[src/rtl/ahb_arb_pkg.sv]
// ahb_arb_pkg: AHB transfer/burst encodings, arbiter states and burst length helper.
package ahb_arb_pkg;
    localparam logic [1:0] HTRANS_IDLE   = 2'b00;
    localparam logic [1:0] HTRANS_BUSY   = 2'b01;
    localparam logic [1:0] HTRANS_NONSEQ = 2'b10;
    localparam logic [1:0] HTRANS_SEQ    = 2'b11;

    localparam logic [2:0] HBURST_SINGLE = 3'd0;
    localparam logic [2:0] HBURST_INCR   = 3'd1;
    localparam logic [2:0] HBURST_WRAP4  = 3'd2;
    localparam logic [2:0] HBURST_INCR4  = 3'd3;
    localparam logic [2:0] HBURST_WRAP8  = 3'd4;
    localparam logic [2:0] HBURST_INCR8  = 3'd5;
    localparam logic [2:0] HBURST_WRAP16 = 3'd6;
    localparam logic [2:0] HBURST_INCR16 = 3'd7;

    typedef enum logic [1:0] {ST_PARK, ST_OWN, ST_BURST, ST_LOCK} arb_state_e;

    function automatic logic [3:0] burst_beats(input logic [2:0] hburst);
        return (hburst == HBURST_WRAP4  || hburst == HBURST_INCR4)  ? 4'd3  :
               (hburst == HBURST_WRAP8  || hburst == HBURST_INCR8)  ? 4'd7  :
               (hburst == HBURST_WRAP16 || hburst == HBURST_INCR16) ? 4'd15 : 4'd0;
    endfunction
endpackage

[src/rtl/ahb_arb_prio_sel.sv]
// ahb_arb_prio_sel: picks the first active request at or after start_i (wrapping),
// giving a one-hot winner and its index.
module ahb_arb_prio_sel #(
    parameter int N  = 4,
    parameter int IW = 2
) (
    input  logic [N-1:0]  req_i,
    input  logic [IW-1:0] start_i,
    output logic [N-1:0]  win_oh_o,
    output logic [IW-1:0] win_idx_o,
    output logic          any_o
);
    logic [2*N-1:0] dbl;
    logic [N-1:0]   rot;
    logic [IW-1:0]  off;
    logic [IW:0]    sum;

    always_comb begin
        dbl = {req_i, req_i} >> start_i;
        rot = dbl[N-1:0];
        off = '0;
        for (int k = N - 1; k >= 0; k--)
            if (rot[k]) off = IW'(k);
        sum = (IW+1)'(start_i) + (IW+1)'(off);
        win_idx_o = sum >= N ? IW'(sum - N) : IW'(sum);
        any_o = |req_i;
        win_oh_o = any_o ? (N'(1) << win_idx_o) : '0;
    end
endmodule

[src/rtl/ahb_bus_arbiter.sv]
// ahb_bus_arbiter: AHB bus arbiter with burst/lock awareness and default-master parking.
// Define AHB_ARB_ROUND_ROBIN_EN for round-robin priority; fixed lowest-index priority otherwise.
module ahb_bus_arbiter
    import ahb_arb_pkg::*;
#(
    parameter int NUM_MASTERS    = 4,
    parameter int DEFAULT_MASTER = 0
) (
    input  logic                   HCLK,
    input  logic                   HRESET,
    input  logic [NUM_MASTERS-1:0] HBUSREQ,
    input  logic [NUM_MASTERS-1:0] HLOCK,
    input  logic [1:0]             HTRANS,
    input  logic [2:0]             HBURST,
    input  logic                   HREADY,
    output logic [NUM_MASTERS-1:0] HGRANT,
    output logic [3:0]             HMASTER,
    output logic                   HMASTLOCK
);
    localparam int IW = $clog2(NUM_MASTERS);
    localparam logic [IW-1:0] DEF_IDX = IW'(DEFAULT_MASTER);
    localparam logic [NUM_MASTERS-1:0] DEF_OH = NUM_MASTERS'(1) << DEFAULT_MASTER;

    arb_state_e state_q, state_d, trk_state;
    logic [3:0] beat_q, beat_d, trk_beat, master_q, master_d;
    logic [IW-1:0] own_q, own_d, start, win_idx;
    logic [NUM_MASTERS-1:0] grant_q, grant_d, win_oh;
    logic mlock_q, mlock_d, any_req, perm, lock_own, arb;

    ahb_arb_prio_sel #(.N(NUM_MASTERS), .IW(IW)) u_sel (
        .req_i     (HBUSREQ),
        .start_i   (start),
        .win_oh_o  (win_oh),
        .win_idx_o (win_idx),
        .any_o     (any_req)
    );

`ifdef AHB_ARB_ROUND_ROBIN_EN
    logic [IW-1:0] last_q;
    assign start = last_q == IW'(NUM_MASTERS - 1) ? '0 : last_q + 1'b1;
    always_ff @(posedge HCLK)
        last_q <= HRESET ? IW'(NUM_MASTERS - 1) : (arb && any_req) ? win_idx : last_q;
`else
    assign start = '0;
`endif

    always_ff @(posedge HCLK) begin
        if (HRESET) begin
            state_q  <= ST_PARK;
            beat_q   <= '0;
            own_q    <= DEF_IDX;
            grant_q  <= DEF_OH;
            master_q <= 4'(DEFAULT_MASTER);
            mlock_q  <= 1'b0;
        end else begin
            state_q  <= state_d;
            beat_q   <= beat_d;
            own_q    <= own_d;
            grant_q  <= grant_d;
            master_q <= master_d;
            mlock_q  <= mlock_d;
        end
    end

    always_comb begin
        trk_beat  = HTRANS == HTRANS_NONSEQ ? burst_beats(HBURST) :
                    HTRANS == HTRANS_SEQ    ? (beat_q == 4'd0 ? 4'd0 : beat_q - 4'd1) :
                    HTRANS == HTRANS_BUSY   ? beat_q : 4'd0;
        trk_state = trk_beat != 4'd0 ? ST_BURST : ST_OWN;
        perm      = state_q == ST_PARK || state_q == ST_OWN ||
                    (state_q == ST_BURST && beat_q == 4'd1 && HTRANS == HTRANS_SEQ);
        lock_own  = HLOCK[own_q];
        // A locking owner keeps the bus even on an otherwise open arbitration edge
        arb       = HREADY && perm && !lock_own;
        own_d     = arb ? (any_req ? win_idx : DEF_IDX) : own_q;
        grant_d   = arb ? (any_req ? win_oh : DEF_OH) : grant_q;
        beat_d    = HREADY ? trk_beat : beat_q;
        // Leaving LOCK goes to OWN without rearbitrating, so one unlocked phase follows
        state_d   = !HREADY              ? state_q :
                    state_q == ST_LOCK   ? (lock_own ? ST_LOCK : ST_OWN) :
                    perm && lock_own     ? ST_LOCK :
                    arb && !any_req      ? ST_PARK : trk_state;
        master_d  = HREADY ? 4'(own_q) : master_q;
        mlock_d   = HREADY ? lock_own : mlock_q;
    end

    always_comb begin
        HGRANT    = grant_q;
        HMASTER   = master_q;
        HMASTLOCK = mlock_q;
    end
endmodule
[config.mk]
export PLATFORM = sky130hd
export DESIGN_NAME = ahb_bus_arbiter
export DESIGN_NICKNAME = d
export VERILOG_FILES = /design/src/rtl/ahb_arb_pkg.sv /design/src/rtl/ahb_arb_prio_sel.sv /design/src/rtl/ahb_bus_arbiter.sv
export SDC_FILE = /design/constraint.sdc
export NUM_CORES = 1
export LEC_CHECK = 0
export ABC_AREA = 1
export ABC_CLOCK_PERIOD_IN_PS = 1200
export CORE_ASPECT_RATIO = 1.4
export CORE_MARGIN = 2
export CORE_UTILIZATION = 41
export DETAILED_ROUTE_END_ITERATION = 12
export PLACE_DENSITY_LB_ADDON = 0.08
export SYNTH_ARGS = -nofsm -noshare
export SYNTH_HDL_FRONTEND = slang
export SYNTH_SLANG_ARGS = --single-unit
[constraint.sdc]
create_clock -name HCLK -period 1.2 [get_ports HCLK]
set_input_delay 0.24 -clock HCLK [delete_from_list [all_inputs] [get_ports HCLK]]
set_output_delay 0.24 -clock HCLK [all_outputs]
set_load 0.02 [all_outputs]
==> flow_summary.toml, run 1 <==
[outcome]
outcome = "complete, but fails checks"
violations = "negative setup slack"

[clock_tree]
clk_pin_slew_worst_paths_ps = 90
numCtsBuffers = 3
clock_sink_count = 15
insertion_delay_ps = 290
clockBufferDepth = 2
cts_tree = "yes"
clock_tree.htree_level_count = 1
cts.root.buffer_cell = "clkbuf_4"

[grt]
pin_count_of_the_biggest_net_entering_global_routing = 11
overall_global_routing_resource_usage = 0.1910
first_pass_grt_wire_length_mm = 3.643
antenna_violations_before_repair = 0
first_global_vias = 919
global_route_congestion_overflow_total = 0

[detailed_routing]
drt_pre_antenna_iters = 4
post_detailed_routing_wire_length_mm = 2.241
wl_per_cell_um = 11.67
detail_route.vias_per_cell = 5.073
ant_nets = 0
drc = 0
dr_total_vias = 974
first_iter_violations = 16

[worst_setup_path]
cp.required_ps = 1390
start_kind = "flip-flop"
crit_fanout = 4
ff2ff_path_depth = 11
worst-setup-path-type = "reg2reg"
r2r-start = "beat_q[0]"
critical_path_arrival_ps = 1480
worst_setup_path_end_kind = "flip-flop"
crit_path_start = "beat_q[0]"

[synth]
yosys.area.top_type = "dfxtp_1"
synth_xor_area_frac = 0
synth.distinct_cells = 25
netlist_area_um2 = 875.8
netlist_instances = 135
synth-adder-area-share = 0
synth_area_per_inst_um2 = 6.488
synth.yosys.warnings = 0
synthesis_stage_register_bit_count = 15
synth-seq-area-share = 0.3429
synth_top_cell_area_share = 0.3429
post_synth_mux_area_share = 0
synth_top_family_by_area = "simple AND/OR/NAND/NOR gates"
ys_top_cells_by_area = "dfxtp_1 (34%), nand2_1 (14%), a21oi_1 (8.0%)"
area_fraction_in_compound_gates_after_synthesis = 0.1857
synth_simple_gate_area_share = 0.3443

[place]
hpwlAfterDp_mm = 1.695
pre_cts_ws_ps = -567.1
place_congestion = 0.8217
placement.cell_area_mm2 = 0.001175
post-place-cells = 185
placement.io_buffers = 21

[sta]
unrepaired_setup_endpoints_after_global_routing = "true"
post-route-period-util = 1.079
clk_skew_ps = 6.195
period_needed_ps = 1294
finalSetupViolations = 6
finalWorstSetupSlack_ps = -94.42
max_slew_vio_count = 0
fmaxAchievable_mhz = 772.5
report.final.hold_viol_count = 0

[layout]
final_common_cell = "nand2_1"
share_of_cells_above_drive_strength_1 = 0.3626
antenna_cells_inserted = 0
post_layout_nonfiller_instances = 192
register_area_um2 = 311.5
fillCellCount = 191
area_growth_syn_to_layout_pct = 47.86
final_net_count = 188
most-common-layout-cells = "nand2_1 (27), inv_1 (16), buf_4 (13), clkdlybuf4s50_1 (12)"
multi_input_area_um2 = 560.5
total_non_filler_cell_area_in_the_finished_layout_mm2 = 0.001295

[worst_hold_path]
hold_path_depth = 2
hp-class = "reg2reg"
min-delay-start = "HGRANT[3]"

[floorplan]
coreArea_mm2 = 0.001997
chipHeight_um = 58.69
boundaryPins = 25
initial_utilization = 0.4386
floorplan.die.width_um = 43.06
dieArea_mm2 = 0.002527
placement_rows = 19

[power_and_ir_drop]
p_leak_nw = 0.6020
vdd_ir_drop_max_mv = 0.7284
power-per-cell-area_mw_per_mm2 = 980.7

[flow_run]
maxCapViolations = 0
[what timing repair did]
action,4_1_cts,5_1_grt
gates resized for setup,38,18
buffers inserted,2,1
endpoints found under the hold margin,0,0
endpoints found under the setup margin,17,18
pin swaps,7,8
hold buffers,0,0
[path summary, 6_finish.rpt]
| path | endpoint | slack, ps |
|---|---|---|
| setup / recovery | state_q[1] | -90 |
| hold / removal | HGRANT[3] | 480 |
| setup reg to reg | state_q[1] | -90 |
| hold reg to reg | HGRANT[3] | 480 |
[layout make-up]
| type | count | area share |
|---|---|---|
| multi-input combinational | 96 | 0.4329 |
| sequential | 15 | 0.2406 |
| timing repair buffer | 35 | 0.2213 |
| inverter | 21 | 0.06473 |
| clock buffer | 4 | 0.02029 |
| tap | 21 | 0.02029 |
[registers in the layout (all words and copies together) (netlist names)]
name	cells
HGRANT	4
state_q	2
HMASTER	2
own_q	2
beat_q	4
HMASTLOCK	1
[cells in the mapped netlist (all sizes together)]
cell type	n
a211oi	1
a21oi	15
a31oi	1
buf	3
clkbuf	1
clkinv	2
conb	1
dfxtp	15
inv	19
nand2	34
nand3	13
nand4	2
nor2	13
nor3	1
o21a	1
o21ai	10
o21bai	1
or2	2
[worst max-delay path, cell delays in order (launching register included)]
cell     delay (ps)
dfxtp_4         370
inv_2            60
buf_4           110
nor2_1           40
nor2_1          130
nand2_2          90
nor2_2          120
nand2_1          60
nand2_1          50
nand2_1          50
nand2_1          60
a21oi_1          50
[cells by family after synthesis]
| group | Yosys count |
|---|---|
| AND/OR/NAND/NOR | 65 |
| AO/OA/AOI/OAI | 29 |
| buffers and inverters | 25 |
| other | 1 |
| flip-flops | 15 |
[report_power, final]
group | switching [mW] | total, mW | internal (mW)
sequential | 0.0340 | 0.567 | 0.533
clock | 0.171 | 0.300 | 0.130
combinational | 0.218 | 0.403 | 0.184
[layer usage]
metal / vias up / routed length (um) / global-route usage / part of all wire
li1: 502 / - / - / -
met1: 439 / 823 / 0.1820 / 0.37
met2: 24 / 1253 / 0.3723 / 0.56
met3: 9 / 75 / 0.02147 / 0.033
met4: 0 / 88 / 0.1255 / 0.039
met5: - / 0 / 0 / 0
[through the flow]
step	hold slack, ps	util	setup TNS, ps	total power [mW]
2_1_floorplan	391.7	-	0	0.7741
3_3_place_gp	444.1	0.5883	-4950	0.9186
3_5_place_dp	447.1	0.5883	-5069	0.9234
4_1_cts	469.3	0.6397	-90.40	1.259
5_1_grt	504.4	0.6485	-1169	1.352
6_report	475.6	0.6485	-374.0	1.270
Power figures use the tool's default switching activity.
==> run 2: changes to the inputs <==
CORE_UTILIZATION = 30   (was 41)
==> run 2 against run 1 <==
The run still ends with negative setup slack left; sequential cell count unchanged; maximum frequency is 0.90% higher; die area grew 34%; wire length up 2.4%; global-route usage shrank 5.0 points; via count grew 3.6%; clock skew is 5.3 ps lower; utilization decreased by 14 points; largest cell class unchanged.
==> flow_summary.toml, run 2 (same netlist as run 1, synthesis figures left out) <==
[outcome]
outcome = "complete, but fails checks"
violations = "negative setup slack"

[place]
place_congestion = 0.8161
hpwlAfterDp_mm = 1.752
placement.io_buffers = 21

[grt]
antenna_violations_before_repair = 0
global_route_congestion_overflow_total = 0
pin_count_of_the_biggest_net_entering_global_routing = 11
overall_global_routing_resource_usage = 0.1409
first_global_vias = 919
first_pass_grt_wire_length_mm = 3.684

[clock_tree]
clockBufferDepth = 2
numCtsBuffers = 3
clk_pin_slew_worst_paths_ps = 60
clock_sink_count = 15
cts_tree = "yes"
clock_tree.htree_level_count = 1
insertion_delay_ps = 240
cts.root.buffer_cell = "clkbuf_8"
post_cts_hold_buffer_count = 0

[worst_setup_path]
crit_fanout = 6
worst_setup_path_end_kind = "flip-flop"
r2r_slack_ps = -80
critical_path_arrival_ps = 1420
worst-setup-path-type = "reg2reg"
r2r_end = "own_q[0]"
start_kind = "flip-flop"
cp.required_ps = 1340
r2r-start = "beat_q[0]"
ff2ff_path_depth = 8

[detailed_routing]
drt_pre_antenna_iters = 4
first_iter_violations = 9
drc = 0
detail_route.vias_per_cell = 4.671
dr_total_vias = 1009
post_detailed_routing_wire_length_mm = 2.294
ant_nets = 0
wl_per_cell_um = 10.62

[worst_hold_path]
timing.hold.worst_endpoint = "HGRANT[0]"
hold_path_depth = 2
hp-class = "reg2reg"
min-delay-start = "HGRANT[0]"

[sta]
post-route-period-util = 1.069
fmaxAchievable_mhz = 779.5
period_needed_ps = 1283
max_slew_vio_count = 0
report.final.hold_viol_count = 0
clk_skew_ps = 0.9160
hold_slack_ps = 468.8
final.setup.tns_ps = -277.6
finalWorstSetupSlack_ps = -82.84
finalSetupViolations = 6
unrepaired_setup_endpoints_after_global_routing = "true"

[flow_run]
maxCapViolations = 0

[power_and_ir_drop]
vdd_ir_drop_max_mv = 0.8090
p_leak_nw = 0.6902
design_power_total_mw = 1.402
power-per-cell-area_mw_per_mm2 = 987.6

[floorplan]
floorplan.die.width_um = 49.67
initial_utilization = 0.3106
coreArea_mm2 = 0.002820
placement_rows = 23
dieArea_mm2 = 0.003374
boundaryPins = 25
chipHeight_um = 67.93

[layout]
final_net_count = 196
final_common_cell = "nand2_1"
most-common-layout-cells = "nand2_1 (28), buf_4 (18), inv_1 (16), dfxtp_1 (12), a21oi_1 (12)"
fin_util = 0.5035
share_of_cells_above_drive_strength_1 = 0.3464
antenna_cells_inserted = 0
area_growth_syn_to_layout_pct = 62.14
-- run 2: metal layers --
metal  vias up  global-route usage  part of all wire
met2        18              0.2667              0.54
met3         4             0.02402             0.031
met5         -                   0                 0
met4         0             0.07292             0.017
li1        520                   -                 -
met1       467              0.1489              0.41
-- run 2: power by group --
part	internal (mW)	switching (mW)	leakage [nW]	total [mW]
Sequential	0.533	0.0309	0.125	0.564
Combinational	0.206	0.224	0.540	0.430
Clock	0.230	0.179	0.0255	0.408
-- run 2: final cells by class --
type                            instances  area, um^2
Timing Repair Buffer                   42       374.1
Clock inverter                          1       5.005
Fill cell                             318        1400
Timing Repair inverter                  1       5.005
Multi-Input combinational cell         96       549.3
Tap cell                               37       46.29
Clock buffer                            3       41.29
Sequential cell                        15       309.0
Inverter                               21       90.09
-- run 2: worst max path at each step --
stage,cells after the start,to,slack [ps],startpoint
2_1_floorplan,8,own_q[0],20,beat_q[0]
3_3_place_gp,12,state_q[1],-530,HTRANS[0]
3_5_place_dp,12,state_q[1],-550,HTRANS[0]
4_1_cts,10,state_q[1],-80,beat_q[0]
5_1_grt,10,state_q[1],-190,beat_q[1]
6_report,8,own_q[0],-80,beat_q[0]
-- run 2: worst max-delay path: stages, from the launching register on --
cell and delay [ps]:
dfxtp_4 380, inv_4 40, nor3_2 110, nand3_1 100, nand2_2 110, nand3_4 130
clkinv_4 100, nor2_1 40, o21a_1 150
-- run 2: metrics by stage --
stage                     instances  instance area, um^2  worst slack (ps)
after floorplan                 136                879.6             21.65
after global placement          209                 1255            -528.4
after detailed placement        209                 1255            -552.6
after CTS                       214                 1333            -80.09
after global routing            216                 1420            -189.4
final                           216                 1420            -82.84
-- run 2: repair_timing --
item | in CTS | in global routing
cloned | 0 | 1
setup buffers | 1 | 2
resized for setup | 23 | 31
endpoints found under the setup margin | 19 | 14
pin swaps | 6 | 11
==> run 3: changes to the inputs <==
HOLD_SLACK_MARGIN = 0.05   (was unset)
==> results of run 3 <==
No change in the layout: final DEF, timing and power equal those of run 2.
